### src/rtl/calc_pkg.sv
// Shared constants for the calculator button front end: button codes and debounce default.
// Also holds the fixed-priority pick used to drain pending button events.
package calc_pkg;
  localparam logic [1:0] BTN_EQ  = 2'd0;
  localparam logic [1:0] BTN_MUL = 2'd1;
  localparam logic [1:0] BTN_SUB = 2'd2;
  localparam logic [1:0] BTN_ADD = 2'd3;
  localparam int         DEBOUNCE_CYCLES_DEF = 20000;
  localparam int         NUM_BTN = 4;

  // Lowest set bit wins; an all-zero vector yields BTN_ADD and must be gated by the caller.
  function automatic logic [1:0] lowest_btn(input logic [NUM_BTN-1:0] v);
    if (v[0])      return BTN_EQ;
    else if (v[1]) return BTN_MUL;
    else if (v[2]) return BTN_SUB;
    else           return BTN_ADD;
  endfunction
endpackage

### src/rtl/btn_debounce.sv
// One button: two-flop synchronizer, 16-bit stability counter and debounced level register.
// Level toggles one edge after DEBOUNCE_CYCLES consecutive mismatching synchronized samples.
module btn_debounce import calc_pkg::*; #(
  parameter int DEBOUNCE_CYCLES = DEBOUNCE_CYCLES_DEF
) (
  input  logic clk,
  input  logic reset_n,
  input  logic i_raw,
  output logic o_level
);
  localparam logic [15:0] CNT_LAST = 16'(DEBOUNCE_CYCLES - 1);

  logic [1:0]  r_sync;
  logic [15:0] r_cnt;
  logic        r_level;
  logic        w_mismatch;
  logic        w_expire;

  assign w_mismatch = r_sync[1] ^ r_level;
  assign w_expire   = w_mismatch && (r_cnt == CNT_LAST);

  always_ff @(posedge clk or negedge reset_n) begin
    if (!reset_n) begin
      r_sync  <= 2'b00;
      r_cnt   <= '0;
      r_level <= 1'b0;
    end else begin
      r_sync <= {r_sync[0], i_raw};
      if (!w_mismatch || w_expire) r_cnt <= '0;
      else                         r_cnt <= r_cnt + 16'd1;
      if (w_expire) r_level <= ~r_level;
    end
  end

  assign o_level = r_level;
endmodule

### src/rtl/btn_event_ctrl.sv
// Button event controller: four debouncers, press-edge pending bits, lowest-index-first event FIFO.
// Event visible DEBOUNCE_CYCLES+4 edges after a stable press; full FIFO without pop drops it and sets overflow.
module btn_event_ctrl import calc_pkg::*; #(
  parameter int DEBOUNCE_CYCLES = DEBOUNCE_CYCLES_DEF,
  parameter int FIFO_DEPTH      = 4
) (
  input  logic                         clk,
  input  logic                         reset_n,
  input  logic [NUM_BTN-1:0]           btn_raw,
  input  logic                         evt_pop,
  input  logic                         ovf_clr,
  output logic                         evt_valid,
  output logic [1:0]                   evt_code,
  output logic [$clog2(FIFO_DEPTH):0]  evt_count,
  output logic                         overflow,
  output logic [NUM_BTN-1:0]           btn_level
);
  localparam int            AW       = $clog2(FIFO_DEPTH);
  localparam int            CW       = AW + 1;
  localparam logic [CW-1:0] FULL_CNT = CW'(FIFO_DEPTH);

  logic [NUM_BTN-1:0] w_level;
  logic [NUM_BTN-1:0] r_level_q;
  logic [NUM_BTN-1:0] r_pending;
  logic [NUM_BTN-1:0] w_rise;
  logic [NUM_BTN-1:0] w_pend_clr;
  logic [1:0]         r_mem [FIFO_DEPTH];
  logic [AW-1:0]      r_wr_ptr;
  logic [AW-1:0]      r_rd_ptr;
  logic [CW-1:0]      r_count;
  logic               r_ovf;
  logic               w_push_req;
  logic               w_full;
  logic               w_pop;
  logic               w_push;
  logic               w_drop;
  logic [1:0]         w_push_code;

  for (genvar g = 0; g < NUM_BTN; g++) begin : g_btn
    btn_debounce #(.DEBOUNCE_CYCLES(DEBOUNCE_CYCLES)) u_db (
      .clk     (clk),
      .reset_n (reset_n),
      .i_raw   (btn_raw[g]),
      .o_level (w_level[g])
    );
  end

  // The head pending bit is retired every cycle, whether it lands in the FIFO or is dropped.
  assign w_rise      = w_level & ~r_level_q;
  assign w_push_req  = |r_pending;
  assign w_push_code = lowest_btn(r_pending);
  assign w_pend_clr  = w_push_req ? (NUM_BTN'(1) << w_push_code) : '0;
  assign w_full      = (r_count == FULL_CNT);
  assign w_pop       = evt_pop && (r_count != '0);
  assign w_push      = w_push_req && (!w_full || w_pop);
  assign w_drop      = w_push_req && w_full && !w_pop;

  always_ff @(posedge clk or negedge reset_n) begin
    if (!reset_n) begin
      r_level_q <= '0;
      r_pending <= '0;
      r_wr_ptr  <= '0;
      r_rd_ptr  <= '0;
      r_count   <= '0;
      r_ovf     <= 1'b0;
    end else begin
      r_level_q <= w_level;
      r_pending <= (r_pending & ~w_pend_clr) | w_rise;
      if (w_push) r_wr_ptr <= r_wr_ptr + AW'(1);
      if (w_pop)  r_rd_ptr <= r_rd_ptr + AW'(1);
      r_count <= r_count + CW'(w_push) - CW'(w_pop);
      if (w_drop)       r_ovf <= 1'b1;
      else if (ovf_clr) r_ovf <= 1'b0;
    end
  end

  always_ff @(posedge clk) begin
    if (w_push) r_mem[r_wr_ptr] <= w_push_code;
  end

  assign evt_valid = (r_count != '0);
  assign evt_code  = evt_valid ? r_mem[r_rd_ptr] : 2'd0;
  assign evt_count = r_count;
  assign overflow  = r_ovf;
  assign btn_level = w_level;
endmodule

### config.mk
export PLATFORM = sky130hd
export DESIGN_NAME = btn_event_ctrl
export DESIGN_NICKNAME = d
export VERILOG_FILES = /design/src/rtl/calc_pkg.sv /design/src/rtl/btn_debounce.sv /design/src/rtl/btn_event_ctrl.sv
export SDC_FILE = /design/constraint.sdc
export NUM_CORES = 1
export LEC_CHECK = 0
export BUFFER_PORTS_ARGS = -buffer_cell sky130_fd_sc_hd__buf_2
export CAP_MARGIN = 20
export CORE_MARGIN = 4
export CORE_UTILIZATION = 60
export DETAILED_ROUTE_END_ITERATION = 12
export HOLD_SLACK_MARGIN = 0.06
export PLACE_DENSITY = 0.83
export SLEW_MARGIN = 0
export SYNTH_ARGS = -nofsm -noshare
export SYNTH_HDL_FRONTEND = slang
export SYNTH_SLANG_ARGS = --single-unit
### constraint.sdc
create_clock -name clk -period 2.6 [get_ports clk]
set_input_delay 0.52 -clock clk [delete_from_list [all_inputs] [get_ports clk]]
set_output_delay 0.52 -clock clk [all_outputs]
set_load 0.01 [all_outputs]
======== Yosys cells after proc, flatten, opt, wreduce, memory -nomap -nowiden ========
Memories as Yosys holds them, arrays and structs flattened.
Index checks and enable logic that the tools add are counted.
W data, S select, Z words.
word-level totals
  bits in writable memories ............... 8
  memories kept ........................... 1
  logic and storage cells ................. 81
  register bits after elaboration ......... 92
  output and inout bits ................... 11
  bits of input ports ..................... 8
memory list
  memory  depth  bits a word  rd ports  clocked after memory_dff  wr ports  line                  source
  r_mem   4      2            1         0                         1         btn_event_ctrl.sv:27  logic [1:0] r_mem [FIFO_DEPTH];
operators by class
  shifts and indexed selects .............. 1
  multiplexer cells ....................... 13
  bitwise logic cells ..................... 13
  reductions and logical operators ........ 22
  add/subtract/negate cells ............... 8
  equal/unequal tests ..................... 5
operator list
  operator                 count
  $add A16 B1 Y16 const B  4
  $eq A16 B15 Y1 const B   4
  $mux W16                 4
  $and A4 B4 Y4            2
  $logic_and A1 B1 Y1      8
  $not A4 Y4               2
  $logic_not A1 Y1         6
  $mux W2                  3
  $logic_or A1 B1 Y1       5
  $mux W1                  5
  $add A2 B1 Y2 const B    2
  $mux W4                  1
  $not A1 Y1               4
  $or A4 B4 Y4             1
  $reduce_or A4 Y1         1
  $shl A1 B2 Y4 const A    1
  $xor A1 B1 Y1            4
  $add A3 B1 Y3            1
  $eq A3 B3 Y1 const B     1
  $reduce_bool A3 Y1       1
  $sub A3 B1 Y3            1
  $reduce_bool A2 Y1       1

======== Logic depth before layout (Yosys ltp) ========
Gate-level depths: netlist (run 1).
  depth in word-level cells ............... 8
  gate-level depth with buffers ........... 8
  gate-level depth less buffers ........... 8

======== Hierarchy ========
Synthesis (run 1) repeated with hierarchy kept, for this count alone.
second synthesis, totals
  cell total of the unflattened synthesis .. 404
  area, all modules ....................... 4,583.1 um^2
modules (own cells, without submodules)
  module          cells each  area an instance (um^2)  seq. area each (um^2)  times used
  btn_debounce    83          887.1                    475.5                  4
  btn_event_ctrl  72          1,034.7                  640.6                  1

======== Worst setup path before layout (run 1) ========
Ideal clock, no wire load.
  path kind ............................... register -> register
  start point ............................. register r_count[2] (netlist: evt_count[2])
  end point ............................... register r_count[2] (netlist: evt_count[2])
  stages on the path, launching flop included .. 8
  clock period less this slack ............ 2.175 ns
  arrival ................................. 2.053 ns
  required time ........................... 2.477 ns
  setup slack ............................. 0.425 ns
  buffers on the path ..................... 0
  library setup time ...................... 0.123 ns
  path through ............................ dfrtp_1 or3_1 and2_1 ha_1 inv_1 ha_1 fa_1 xnor2_1
between the ends
  longest elaborated chain between the ends .. 6
  elaborated cells between the ends (all ways) .. 8
  classes of those cells .................. add/sub: 2; eq/ne: 1; reduce/logical: 5
ends and longest elaborated chain
  element                  line                  source
  from (decl)              btn_event_ctrl.sv:30  logic [CW-1:0] r_count;
  from (signal assigned)   btn_event_ctrl.sv:71  r_count <= r_count + CW'(w_push) - CW'(w_pop);
  $reduce_bool A3 Y1 (*)   --
  net evt_valid            btn_event_ctrl.sv:12  output logic evt_valid,
  $logic_and A1 B1 Y1 (*)  btn_event_ctrl.sv:54  assign w_pop = evt_pop && (r_count != '0);
  net w_pop                btn_event_ctrl.sv:34  logic w_pop;
  $logic_or A1 B1 Y1       btn_event_ctrl.sv:55  assign w_push = w_push_req && (!w_full || w_pop);
  $logic_and A1 B1 Y1      btn_event_ctrl.sv:55
  $add A3 B1 Y3            btn_event_ctrl.sv:71
  $sub A3 B1 Y3 (*)        btn_event_ctrl.sv:71
The timed path passes the listed nets; every way through them passes the cells marked *.
A chain may end at the register's enable or synchronous reset.

======== Worst setup path after layout (run 1) ========
  start point ............................. register r_count[1] (netlist: evt_count[1])
  end point ............................... register r_count[2] (netlist: evt_count[2])
between the ends
  longest elaborated chain between the ends .. 6
  elaborated cells between the ends (all ways) .. 8
  classes of those cells .................. add/sub: 2; eq/ne: 1; reduce/logical: 5
ends and longest elaborated chain
  element                  line
  $reduce_bool A3 Y1 (*)   btn_event_ctrl.sv:54
  $logic_and A1 B1 Y1 (*)  btn_event_ctrl.sv:54
  net w_pop                btn_event_ctrl.sv:34
  $logic_or A1 B1 Y1       btn_event_ctrl.sv:55
  $logic_and A1 B1 Y1      btn_event_ctrl.sv:55
  $add A3 B1 Y3            btn_event_ctrl.sv:71
  $sub A3 B1 Y3 (*)        btn_event_ctrl.sv:71
Marked as above.

==> impl_metrics.yaml, run 1 <==
power:
  swShare_pct: 26.5
  p_int_mw: 2.13
  clock_network_fraction_of_total_power_pct: 31.4
  power.density_cell_area_nw_per_um2: 589
  peakVddDrop_v: 0.000317
  power_frac_seq_pct: 58.8
  comb_power_share_pct: 9.7
  p_leak_nw: 2.01
  switching_power_mw: 0.769
finish:
  most_used_cells_in_the_layout_excluding_fill_and_tap_cells: "sky130_fd_sc_hd__dfrtp_1, sky130_fd_sc_hd__nor2_1, sky130_fd_sc_hd__xnor2_1, sky130_fd_sc_hd__nand2_1, sky130_fd_sc_hd__inv_1"
  layout-area-overhead-vs-synth_pct: 7.37
  post_route_cells_drive_above_1_share_pct: 12.5
  n_fill_cell: 522
  nNetsFinal: 453
  final_common_cell: "sky130_fd_sc_hd__dfrtp_1"
  stdcell_area_sq_um: 4920
  antennaDiodeCount: 0
die:
  floorplan.die.width_um: 95.4
  core.rowCount: 31
  dieHeight_um: 95.4
  start_util_pct: 62.5
  floorplan.io_pins: 19
  placeableCoreArea_sq_um: 7330
  dieArea_sq_um: 9100
yosys:
  synth_seq_area_share_pct: 55.5
  syn_inst: 413
  async_flop_share_pct: 92.0
  post_synthesis_cell_type_count: 38
  synth_enable_flop_cells: 8
  synth_area_leaders: "sky130_fd_sc_hd__dfrtp_1, sky130_fd_sc_hd__xnor2_1, sky130_fd_sc_hd__nor2_1"
  ys_dominant_reg_cell: "sky130_fd_sc_hd__dfrtp_1"
  post-synth-top-area-cell: "sky130_fd_sc_hd__dfrtp_1"
  synth_largest_type_area_fraction_pct: 50.2
  post_synth_instance_area_sq_um: 4580
  syn_avg_cell_area_sq_um: 11.1
  syn_nets: 432
  postSynthRegisterBits: 100
  yosysWarningCount: 0
grt:
  grt_first_pass_wirelength_um: 12900
  grt_pass1_vias: 2861
  largest_net_degree_at_the_start_of_global_routing: 50
  grt_antenna_before_repair: 0
  gr-total-overflow: 0
  combined_global_route_utilization_of_all_metal_layers_pct: 18.2
placement:
  detailed_place.area_sq_um: 4740
  gp_congestion: 0.804
  dpl.hpwl_um: 5150
  numPortBuffers: 18
  place_worst_setup_slack_ps: 313
timing:
  finalWorstPathRequiredPeriod_ps: 2170
  report.final.hold_viol_count: 0
  layout_setup_ws_ps: 428
  final.setup_skew_ps: 13.0
  grt_setup_unrepaired: "no"
  worst_pin_slew_ps: 566
  timing.max_slew.rel_slack_pct: 62.3
  maxClockFrequency_mhz: 460
  timing.final.max_slew_violations: 0
  timing.setup.tns_ps: 0
  timing.final.setup_violations: 0
  min_period_over_period_pct: 83.6
worst_setup_path:
  cp_class: "reg2reg"
  worstPathCellList: "or3_1, and2_1, ha_1, inv_1, ha_1, fa_1, xnor2_1"
  critical_path_required_ps: 2860
  maximum_fanout_along_the_worst_path: 5
  critical_path.max_stage_delay_ps: 440
  critPathCaptureType: "flop"
  critical_path.top_delay_family: "adder cells"
  critical_path_arrival_ps: 2440
  critPathLaunchType: "flop"
  crit_slowest_cell: "sky130_fd_sc_hd__dfrtp_1"
  cp.buffers_inverters: 1
  critical-path-top-cell-by-count: "sky130_fd_sc_hd__ha_1"
drt:
  route.detailed.wl_per_inst_um: 13.5
  wirelength_um: 7270
  drc_errors: 0
  route.vias.total: 2907
  detailedRoute.firstPassIterationCount: 4
  postRouteAntennaNets: 0
  vias_per_cell: 5.40
  drt_first_iter_violations: 140
outcome:
  outcome: "finished clean"
flow_run:
  cap_violations: 0
clocking:
  cts_max_path_buffers: 2
  clock_latency_ps: 360
  cts-resized-gates: 0
  cts_tree: "yes"
  postCtsSetupBuffers: 0
  post_cts_hold_buffer_count: 0
  cts-htree-levels: 3
  cts.sink_count: 100
  cts.root.buffer_cell: "sky130_fd_sc_hd__clkbuf_8"
  worst_setup_hold_path_clk_slew_ps: 100
  cts-buffers-inserted: 9
hold_path:
  min-delay-path-class: "in2async"
[per-stage QoR]
step | hold WS (ps) | util [%] | power (mW) | cells
after global placement | 334 | 64.6 | 2.01 | 522
final | 137 | 67.1 | 2.90 | 538
after global routing | 163 | 67.1 | 3.06 | 538
after detailed placement | 341 | 64.6 | 2.03 | 522
after floorplan | 224 | - | 1.91 | 413
after CTS | 145 | 67.1 | 2.94 | 538
[worst register-to-register path, delay by kind of cell, from the launching register on]
family	cells	cell delay, ps
buffers and inverters	1	40
XOR/XNOR	1	130
AND/OR/NAND/NOR	2	620
adder cells (fa/ha/maj)	3	850
flip-flops	1	440
[power groups by stage]
stage                     clock network, mW  logic [mW]  registers [mW]
after floorplan                           0       0.176            1.74
after global placement                    0       0.277            1.73
after detailed placement                  0       0.292            1.74
after CTS                             0.943       0.293            1.71
after global routing                   1.01       0.324            1.72
final                                 0.911       0.283            1.71
[area by class of cell]
type                    instances  area, sq um  area share, %
well taps                      99          124           2.52
inverters                      20         75.1           1.53
flip-flops and latches        100         2540           51.7
repair buffers                 19          113           2.29
clock buffers                   9          124           2.52
multi-input cells             284         1880           38.3
clock inverters                 7         58.8           1.20
[routing by layer]
layer  global-route usage [%]  vias up  part of all wire, %
met3                     2.92       15                  3.0
met4                     7.94        0                  1.9
met1                     25.1     1408                   47
li1                         -     1452                    -
met2                     28.6       32                   48
met5                        0        -                    0
[flip-flops by register name (all words and copies together), names as in the netlist]
| signal | flops |
|---|---|
| r_rd_ptr | 2 |
| evt_count | 3 |
| g_btn.u_db.r_cnt | 64 |
| overflow | 1 |
| r_pending | 4 |
| g_btn.u_db.o_level | 4 |
| r_mem | 8 |
| r_level_q | 4 |
| r_wr_ptr | 2 |
| g_btn.u_db.r_sync | 8 |
[worst paths after layout]
path                                         start                      end  slack, ps  cells after the start
setup / recovery                      evt_count[1]             evt_count[2]        430                      7
min in group clk                        btn_raw[0]  g_btn[0].u_db.r_sync[0]        260                      1
hold reg to reg            g_btn[2].u_db.r_sync[0]  g_btn[2].u_db.r_sync[1]        360                      0
hold / removal                             reset_n   g_btn[3].u_db.r_cnt[6]        140                      1
setup reg to reg                      evt_count[1]             evt_count[2]        430                      7
max in group asynchronous                  reset_n  g_btn[0].u_db.r_cnt[15]       1820                      2
[cells by family after synthesis]
family,Yosys count,synth area share (%)
AND/OR/NAND/NOR,192,22.5
flip-flops,100,55.5
XOR/XNOR,63,12.0
buffers and inverters,29,3.41
AO/OA/AOI/OAI,13,1.47
adder cells (fa/ha/maj),11,3.17
multiplexers,5,1.97
[synthesized netlist by cell type (2+ instances only)]
cell                       count
sky130_fd_sc_hd__or4b_4        3
sky130_fd_sc_hd__nand4_1      17
sky130_fd_sc_hd__mux2_4        3
sky130_fd_sc_hd__and3_2        3
sky130_fd_sc_hd__nand2_1      21
sky130_fd_sc_hd__and2_1        7
sky130_fd_sc_hd__mux4_2        2
sky130_fd_sc_hd__nand3_1      18
sky130_fd_sc_hd__a21oi_1       3
sky130_fd_sc_hd__nor3_1       14
sky130_fd_sc_hd__o21ai_0       9
sky130_fd_sc_hd__buf_6         2
sky130_fd_sc_hd__xor2_1       19
sky130_fd_sc_hd__or3_1         3
sky130_fd_sc_hd__xnor2_1      44
sky130_fd_sc_hd__or4_4         3
sky130_fd_sc_hd__nand2_4       3
sky130_fd_sc_hd__nor2_1       67
sky130_fd_sc_hd__ha_1         10
sky130_fd_sc_hd__edfxtp_1      8
sky130_fd_sc_hd__nor4_1       17
sky130_fd_sc_hd__buf_4         6
sky130_fd_sc_hd__and4_1        3
sky130_fd_sc_hd__inv_1        20
sky130_fd_sc_hd__dfrtp_1      92
sky130_fd_sc_hd__or4_1         4
No activity file was read; power rests on OpenSTA's default activity.
==> run 2: changes to the inputs <==
--- a/config.mk
+++ b/config.mk
@@ -5,6 +5,7 @@
 export SDC_FILE = /design/constraint.sdc
 export NUM_CORES = 1
 export LEC_CHECK = 0
+export ABC_AREA = 1
 export BUFFER_PORTS_ARGS = -buffer_cell sky130_fd_sc_hd__buf_2
 export CAP_MARGIN = 20
 export CORE_MARGIN = 4
==> constraint.sdc (replaced) <==
create_clock -name clk -period 2.1 [get_ports clk]
set_input_delay 0.42 -clock clk [delete_from_list [all_inputs] [get_ports clk]]
set_output_delay 0.42 -clock clk [all_outputs]
set_load 0.01 [all_outputs]
==> impl_metrics.yaml, run 2 <==
die:
  core.rowCount: 33
  placeableCoreArea_sq_um: 8180
  dieArea_sq_um: 9930
  dieHeight_um: 99.7
  start_util_pct: 61.7
  floorplan.die.width_um: 99.7
  floorplan.io_pins: 19
drt:
  detailedRoute.firstPassIterationCount: 4
  drc_errors: 0
  vias_per_cell: 5.19
  route.detailed.wl_per_inst_um: 12.2
  drt_first_iter_violations: 134
  wirelength_um: 8950
  postRouteAntennaNets: 0
  route.vias.total: 3811
timing:
  maxClockFrequency_mhz: 510
  holdWs_ps: 163
  timing.final.setup_violations: 0
  timing.setup.tns_ps: 0
  grt_setup_unrepaired: "no"
  worst_pin_slew_ps: 548
  timing.max_slew.rel_slack_pct: 63.4
  min_period_over_period_pct: 93.4
  final.setup_skew_ps: 5.37
  finalWorstPathRequiredPeriod_ps: 1960
  report.final.hold_viol_count: 0
  timing.final.max_slew_violations: 0
hold_path:
  worst_hold_startpoint: "btn_raw[1]"
  min-delay-path-class: "in2reg"
yosys:
  syn_nets: 617
  post_synthesis_cell_type_count: 25
  post_synth_instance_area_sq_um: 5040
  syn_avg_cell_area_sq_um: 8.43
  most_instantiated_library_cell_after_synthesis: "sky130_fd_sc_hd__nor2_1"
  yosysWarningCount: 0
  synth_xor_xnor_area_share_pct: 6.25
  synth_enable_flop_cells: 8
  synth_largest_type_area_fraction_pct: 45.7
  synth_seq_area_share_pct: 50.4
  synth_area_leaders: "sky130_fd_sc_hd__dfrtp_1, sky130_fd_sc_hd__nor2_1, sky130_fd_sc_hd__nand2_1"
  synth-adder-area-share_pct: 2.88
  synth_top_family_by_area: "simple AND/OR/NAND/NOR gates"
  muxShareOfSynthArea_pct: 0
  syn_inst: 598
  list_of_most_frequent_post_synthesis_cells: "sky130_fd_sc_hd__nor2_1, sky130_fd_sc_hd__nand2_1, sky130_fd_sc_hd__dfrtp_1, sky130_fd_sc_hd__inv_1, sky130_fd_sc_hd__nand4_1"
  async_flop_share_pct: 92.0
  post-synth-top-area-cell: "sky130_fd_sc_hd__dfrtp_1"
  synth_compound_gate_area_share_pct: 4.64
  simple_gate_share_of_the_synthesized_area_pct: 29.8
  postSynthRegisterBits: 100
  ys_dominant_reg_cell: "sky130_fd_sc_hd__dfrtp_1"
outcome:
  outcome: "finished clean"
worst_setup_path:
  critPathLaunch: "evt_count[1]"
  timing.rr.start: "evt_count[1]"
  critPathLaunchType: "flop"
  critical_path.max_stage_delay_ps: 420
  critical_path_required_ps: 2340
  worstPathCellList: "inv_2, nand3_1, nand2_1, inv_1, ha_1, inv_1, ha_1, fa_1, xor2_1"
  critPathCaptureType: "flop"
  critical_path_arrival_ps: 2200
  maximum_fanout_along_the_worst_path: 3
  crit_slowest_cell: "sky130_fd_sc_hd__dfrtp_1"
  cp_class: "reg2reg"
finish:
  post_route_cells_drive_above_1_share_pct: 11.6
  layout-area-overhead-vs-synth_pct: 7.77
  final_common_cell: "sky130_fd_sc_hd__nor2_1"
  register_area_sq_um: 2540
  largest_register: "g_btn.u_db.r_cnt"
  antennaDiodeCount: 0
  n_fill_cell: 633
  most_used_cells_in_the_layout_excluding_fill_and_tap_cells: "sky130_fd_sc_hd__nor2_1, sky130_fd_sc_hd__nand2_1, sky130_fd_sc_hd__dfrtp_1, sky130_fd_sc_hd__inv_1, sky130_fd_sc_hd__nand4_1"
  stdcell_area_sq_um: 5430
  largestRegisters: "g_btn.u_db.r_cnt (64), g_btn.u_db.r_sync (8), r_mem (8)"
  nNetsFinal: 644
  flip_flop_count_of_the_largest_register_all_copies_and_words_added: 64
  multi_input_area_sq_um: 2200
  instances_no_fill: 735
  postLayoutCoreUtil_pct: 66.5
grt:
  largest_net_degree_at_the_start_of_global_routing: 46
  gr-total-overflow: 0
  combined_global_route_utilization_of_all_metal_layers_pct: 20.3
  grt_first_pass_wirelength_um: 16600
  grt_antenna_before_repair: 0
  grt_pass1_vias: 3785
placement:
  numPortBuffers: 18
  detailed_place.area_sq_um: 5230
  gp_congestion: 0.853
  dpl.hpwl_um: 6540
  post-place-cells: 718
power:
  p_leak_nw: 2.28
  power.density_cell_area_nw_per_um2: 687
  peakVddDrop_v: 0.000381
clocking:
  cts-buffers-inserted: 9
  clock_latency_ps: 350
  cts-htree-levels: 3
  worst_setup_hold_path_clk_slew_ps: 90
  cts_tree: "yes"
  cts.root.buffer_cell: "sky130_fd_sc_hd__clkbuf_8"
  cts_max_path_buffers: 2
  cts.sink_count: 100
flow_run:
  cap_violations: 0
## run 2: cell count changes after synthesis, sizes merged, moves of 9 or more
cell	change
nor3	-14
nand2	+101
nor4	-18
o21bai	+12
inv	+41
nor2	+106
nand4	+9
a21oi	+9
xnor2	-31
## run 2: final timing paths
| path | to | slack [ps] | depth (start not counted) |
|---|---|---|---|
| max | evt_count[2] | 140 | 9 |
| min | g_btn[1].u_db.r_sync[0] | 160 | 1 |
| max reg2reg | evt_count[2] | 140 | 9 |
| min reg2reg | g_btn[0].u_db.r_sync[1] | 350 | 0 |
| max in group asynchronous | g_btn[3].u_db.r_cnt[11] | 870 | 3 |
| min in group asynchronous | g_btn[1].u_db.r_cnt[7] | 590 | 2 |
## run 2: cell families (layout without fill, tap and decap cells)
logic type	count (synthesis)	in the layout
simple gates	342	342
flops	100	100
buf+inv	69	101
compound gates	40	40
xor+xnor	36	36
fa+ha+maj	11	11
## run 2: timing repair
action / 4_1_cts / 5_1_grt
gates resized for setup: 0 / 1
setup endpoints to repair: 0 / 1
hold buffers: 1 / 0
buffers inserted: 0 / 0
endpoints found under the hold margin: 32 / 0
## run 2: metrics by stage
stage,power [mW],worst slack (ps)
floorplan,2.42,117
global placement,2.56,204
detailed placement,2.60,109
CTS,3.78,89.4
global route,3.93,38.9
finish,3.73,138
## run 2: layer usage
| layer | vias up | share of wire, % | global-route usage (%) |
|---|---|---|---|
| met5 | - | 0 | 0 |
| met4 | 0 | 1.2 | 6.09 |
| met3 | 7 | 3.6 | 4.35 |
| met2 | 72 | 50 | 35.2 |
| met1 | 1801 | 45 | 25.6 |
| li1 | 1931 | - | - |
## run 2: cell type report
cell class	count	area share, %
multi-input combinational	429	40.4
tap	105	2.42
sequential	100	46.8
clock buffer	11	2.99
inverter	61	4.21
timing repair buffer	24	2.58
clock inverter	5	0.599
## run 2: where the power goes
| group | total, mW | internal, mW | switching (mW) |
|---|---|---|---|
| Sequential | 2.11 | 2.02 | 0.0866 |
| Combinational | 0.452 | 0.176 | 0.276 |
| Clock | 1.17 | 0.536 | 0.633 |
| Total | 3.73 | 2.74 | 0.996 |
## run 2: worst max-delay path: cells and delay by family, from the launching register on
kind	cells	cell delay, ps
AND/OR/NAND/NOR	2	210
XOR/XNOR	1	170
flip-flops	1	420
buffers and inverters	3	200
adder cells (fa/ha/maj)	3	830
==> run 3: changes to the inputs <==
--- a/config.mk
+++ b/config.mk
@@ -5,11 +5,12 @@
 export SDC_FILE = /design/constraint.sdc
 export NUM_CORES = 1
 export LEC_CHECK = 0
-export ABC_AREA = 1
 export BUFFER_PORTS_ARGS = -buffer_cell sky130_fd_sc_hd__buf_2
 export CAP_MARGIN = 20
 export CORE_MARGIN = 4
 export CORE_UTILIZATION = 60
+export CTS_BUF_LIST = sky130_fd_sc_hd__clkbuf_16
+export CTS_CLUSTER_DIAMETER = 120
 export DETAILED_ROUTE_END_ITERATION = 12
 export HOLD_SLACK_MARGIN = 0.06
 export PLACE_DENSITY = 0.83
==> impl_metrics.yaml, run 3 (synthesis results as in run 1) <==
timing:
  min_period_over_period_pct: 97.4
  finalWorstPathRequiredPeriod_ps: 2050
  timing.max_slew.rel_slack_pct: 74.5
  maxClockFrequency_mhz: 489
  timing.setup.tns_ps: 0
  report.final.hold_viol_count: 0
  timing.final.setup_violations: 0
  timing.final.max_slew_violations: 0
  worst_pin_slew_ps: 380
  final.setup_skew_ps: 5.72
  holdWs_ps: 185
  layout_setup_ws_ps: 53.9
clocking:
  cts-buffers-inserted: 9
  cts_max_path_buffers: 2
  cts_tree: "yes"
  cts.sink_count: 100
  clock_latency_ps: 340
  cts-htree-levels: 3
  cts.root.buffer_cell: "sky130_fd_sc_hd__clkbuf_16"
  worst_setup_hold_path_clk_slew_ps: 60
hold_path:
  hold_depth: 1
  min-delay-path-class: "in2reg"
die:
  start_util_pct: 62.5
  dieHeight_um: 95.4
  floorplan.io_pins: 19
  floorplan.die.width_um: 95.4
  dieArea_sq_um: 9100
  core.rowCount: 31
  placeableCoreArea_sq_um: 7330
power:
  power.density_cell_area_nw_per_um2: 854
  peakVddDrop_v: 0.000531
  p_leak_nw: 2.15
  total_power_mw: 4.44
worst_setup_path:
  maximum_fanout_along_the_worst_path: 5
  critical_path_arrival_ps: 2270
  critical_path_required_ps: 2320
  critPathCaptureType: "flop"
  cp_class: "reg2reg"
  number_of_cell_instances_on_the_worst_register_to_register_path: 7
  critPathLaunchType: "flop"
finish:
  post_route_cells_drive_above_1_share_pct: 15.4
  final_common_cell: "sky130_fd_sc_hd__dfrtp_1"
  instances_no_fill: 548
  n_fill_cell: 483
  stdcell_area_sq_um: 5200
  most_used_cells_in_the_layout_excluding_fill_and_tap_cells: "sky130_fd_sc_hd__dfrtp_1, sky130_fd_sc_hd__nor2_1, sky130_fd_sc_hd__xnor2_1, sky130_fd_sc_hd__inv_1, sky130_fd_sc_hd__nand2_1"
  layout-area-overhead-vs-synth_pct: 13.5
  largest_register: "g_btn.u_db.r_cnt"
  postLayoutCoreUtil_pct: 71.0
  nNetsFinal: 463
  largestRegisters: "g_btn.u_db.r_cnt (64), g_btn.u_db.r_sync (8), r_mem (8)"
  antennaDiodeCount: 0
  register_area_sq_um: 2540
  multi_input_area_sq_um: 1920
  flip_flop_count_of_the_largest_register_all_copies_and_words_added: 64
flow_run:
  cap_violations: 0
drt:
  drc_errors: 0
  postRouteAntennaNets: 0
  drt_first_iter_violations: 111
  route.detailed.wl_per_inst_um: 14.3
  vias_per_cell: 5.55
  route.vias.total: 3040
  detailedRoute.firstPassIterationCount: 4
  wirelength_um: 7850
placement:
  gp_congestion: 0.808
  detailed_place.area_sq_um: 4790
  post-place-cells: 526
  dpl.hpwl_um: 5120
  numPortBuffers: 18
  place_worst_setup_slack_ps: 41.9
grt:
  grt_antenna_before_repair: 0
  grt_first_pass_wirelength_um: 13800
  grt_pass1_vias: 3044
  combined_global_route_utilization_of_all_metal_layers_pct: 19.3
  largest_net_degree_at_the_start_of_global_routing: 50
  gr-total-overflow: 0
outcome:
  outcome: "finished clean"
## run 3: cell count changes in the layout (fill, tap and decap cells not counted), moves of 6 or more
cell,delta
sky130_fd_sc_hd__clkbuf_8,-10
sky130_fd_sc_hd__nor3_1,+14
sky130_fd_sc_hd__o21bai_1,-12
sky130_fd_sc_hd__and2_1,+6
sky130_fd_sc_hd__inv_1,-37
sky130_fd_sc_hd__clkbuf_16,+8
sky130_fd_sc_hd__nand2_2,-8
sky130_fd_sc_hd__xnor2_1,+30
sky130_fd_sc_hd__nor2_1,-90
sky130_fd_sc_hd__nand2_1,-92
sky130_fd_sc_hd__nor2_2,-15
sky130_fd_sc_hd__a21oi_1,-9
sky130_fd_sc_hd__nand4_1,-9
sky130_fd_sc_hd__nor4_1,+17
## run 3: routing by layer
metal	global-route usage [%]	part of all wire, %
met5	0	0
met1	26.5	46
met2	30.1	48
met3	3.87	3.7
met4	8.41	2.0
## run 3: cell type report
cell class              instances  share of cell area, %
multi-input cells             284                   37.0
well taps                      99                   2.38
flip-flops and latches        100                   48.9
inverters                      20                   1.44
clock buffers                   9                   4.33
repair buffers                 29                   3.90
clock inverters                 7                   2.09
## run 3: what timing repair did
item,CTS,global route
setup endpoints to repair,0,2
endpoints found under the hold margin,13,0
hold buffers,1,0
buffers inserted,0,5
resized for setup,0,5
## run 3: worst max-delay path: stages (launching register included)
cell and delay (ps):
sky130_fd_sc_hd__dfrtp_1 430, sky130_fd_sc_hd__or3_4 390, sky130_fd_sc_hd__and2_4 160, sky130_fd_sc_hd__ha_4 250, sky130_fd_sc_hd__inv_2 30, sky130_fd_sc_hd__ha_2 160
sky130_fd_sc_hd__fa_2 370, sky130_fd_sc_hd__xnor2_2 140
## run 3: final timing paths
| path | start | to | slack [ps] |
|---|---|---|---|
| worst max register to register | evt_count[1] | evt_count[2] | 50 |
| max in group asynchronous | reset_n | g_btn[2].u_db.r_sync[1] | 1000 |
| worst min register to register | g_btn[2].u_db.r_sync[0] | g_btn[2].u_db.r_sync[1] | 350 |
| worst max-delay path | evt_count[1] | evt_count[2] | 50 |
| worst min-delay path | btn_raw[1] | g_btn[1].u_db.r_sync[0] | 180 |
| min in group asynchronous | reset_n | overflow | 470 |
## run 3: power by group
| group | leakage (nW) | internal [mW] | switching (mW) |
|---|---|---|---|
| sequential | 1.29 | 2.03 | 0.0948 |
| combinational | 0.688 | 0.259 | 0.227 |
| clock | 0.169 | 1.15 | 0.683 |
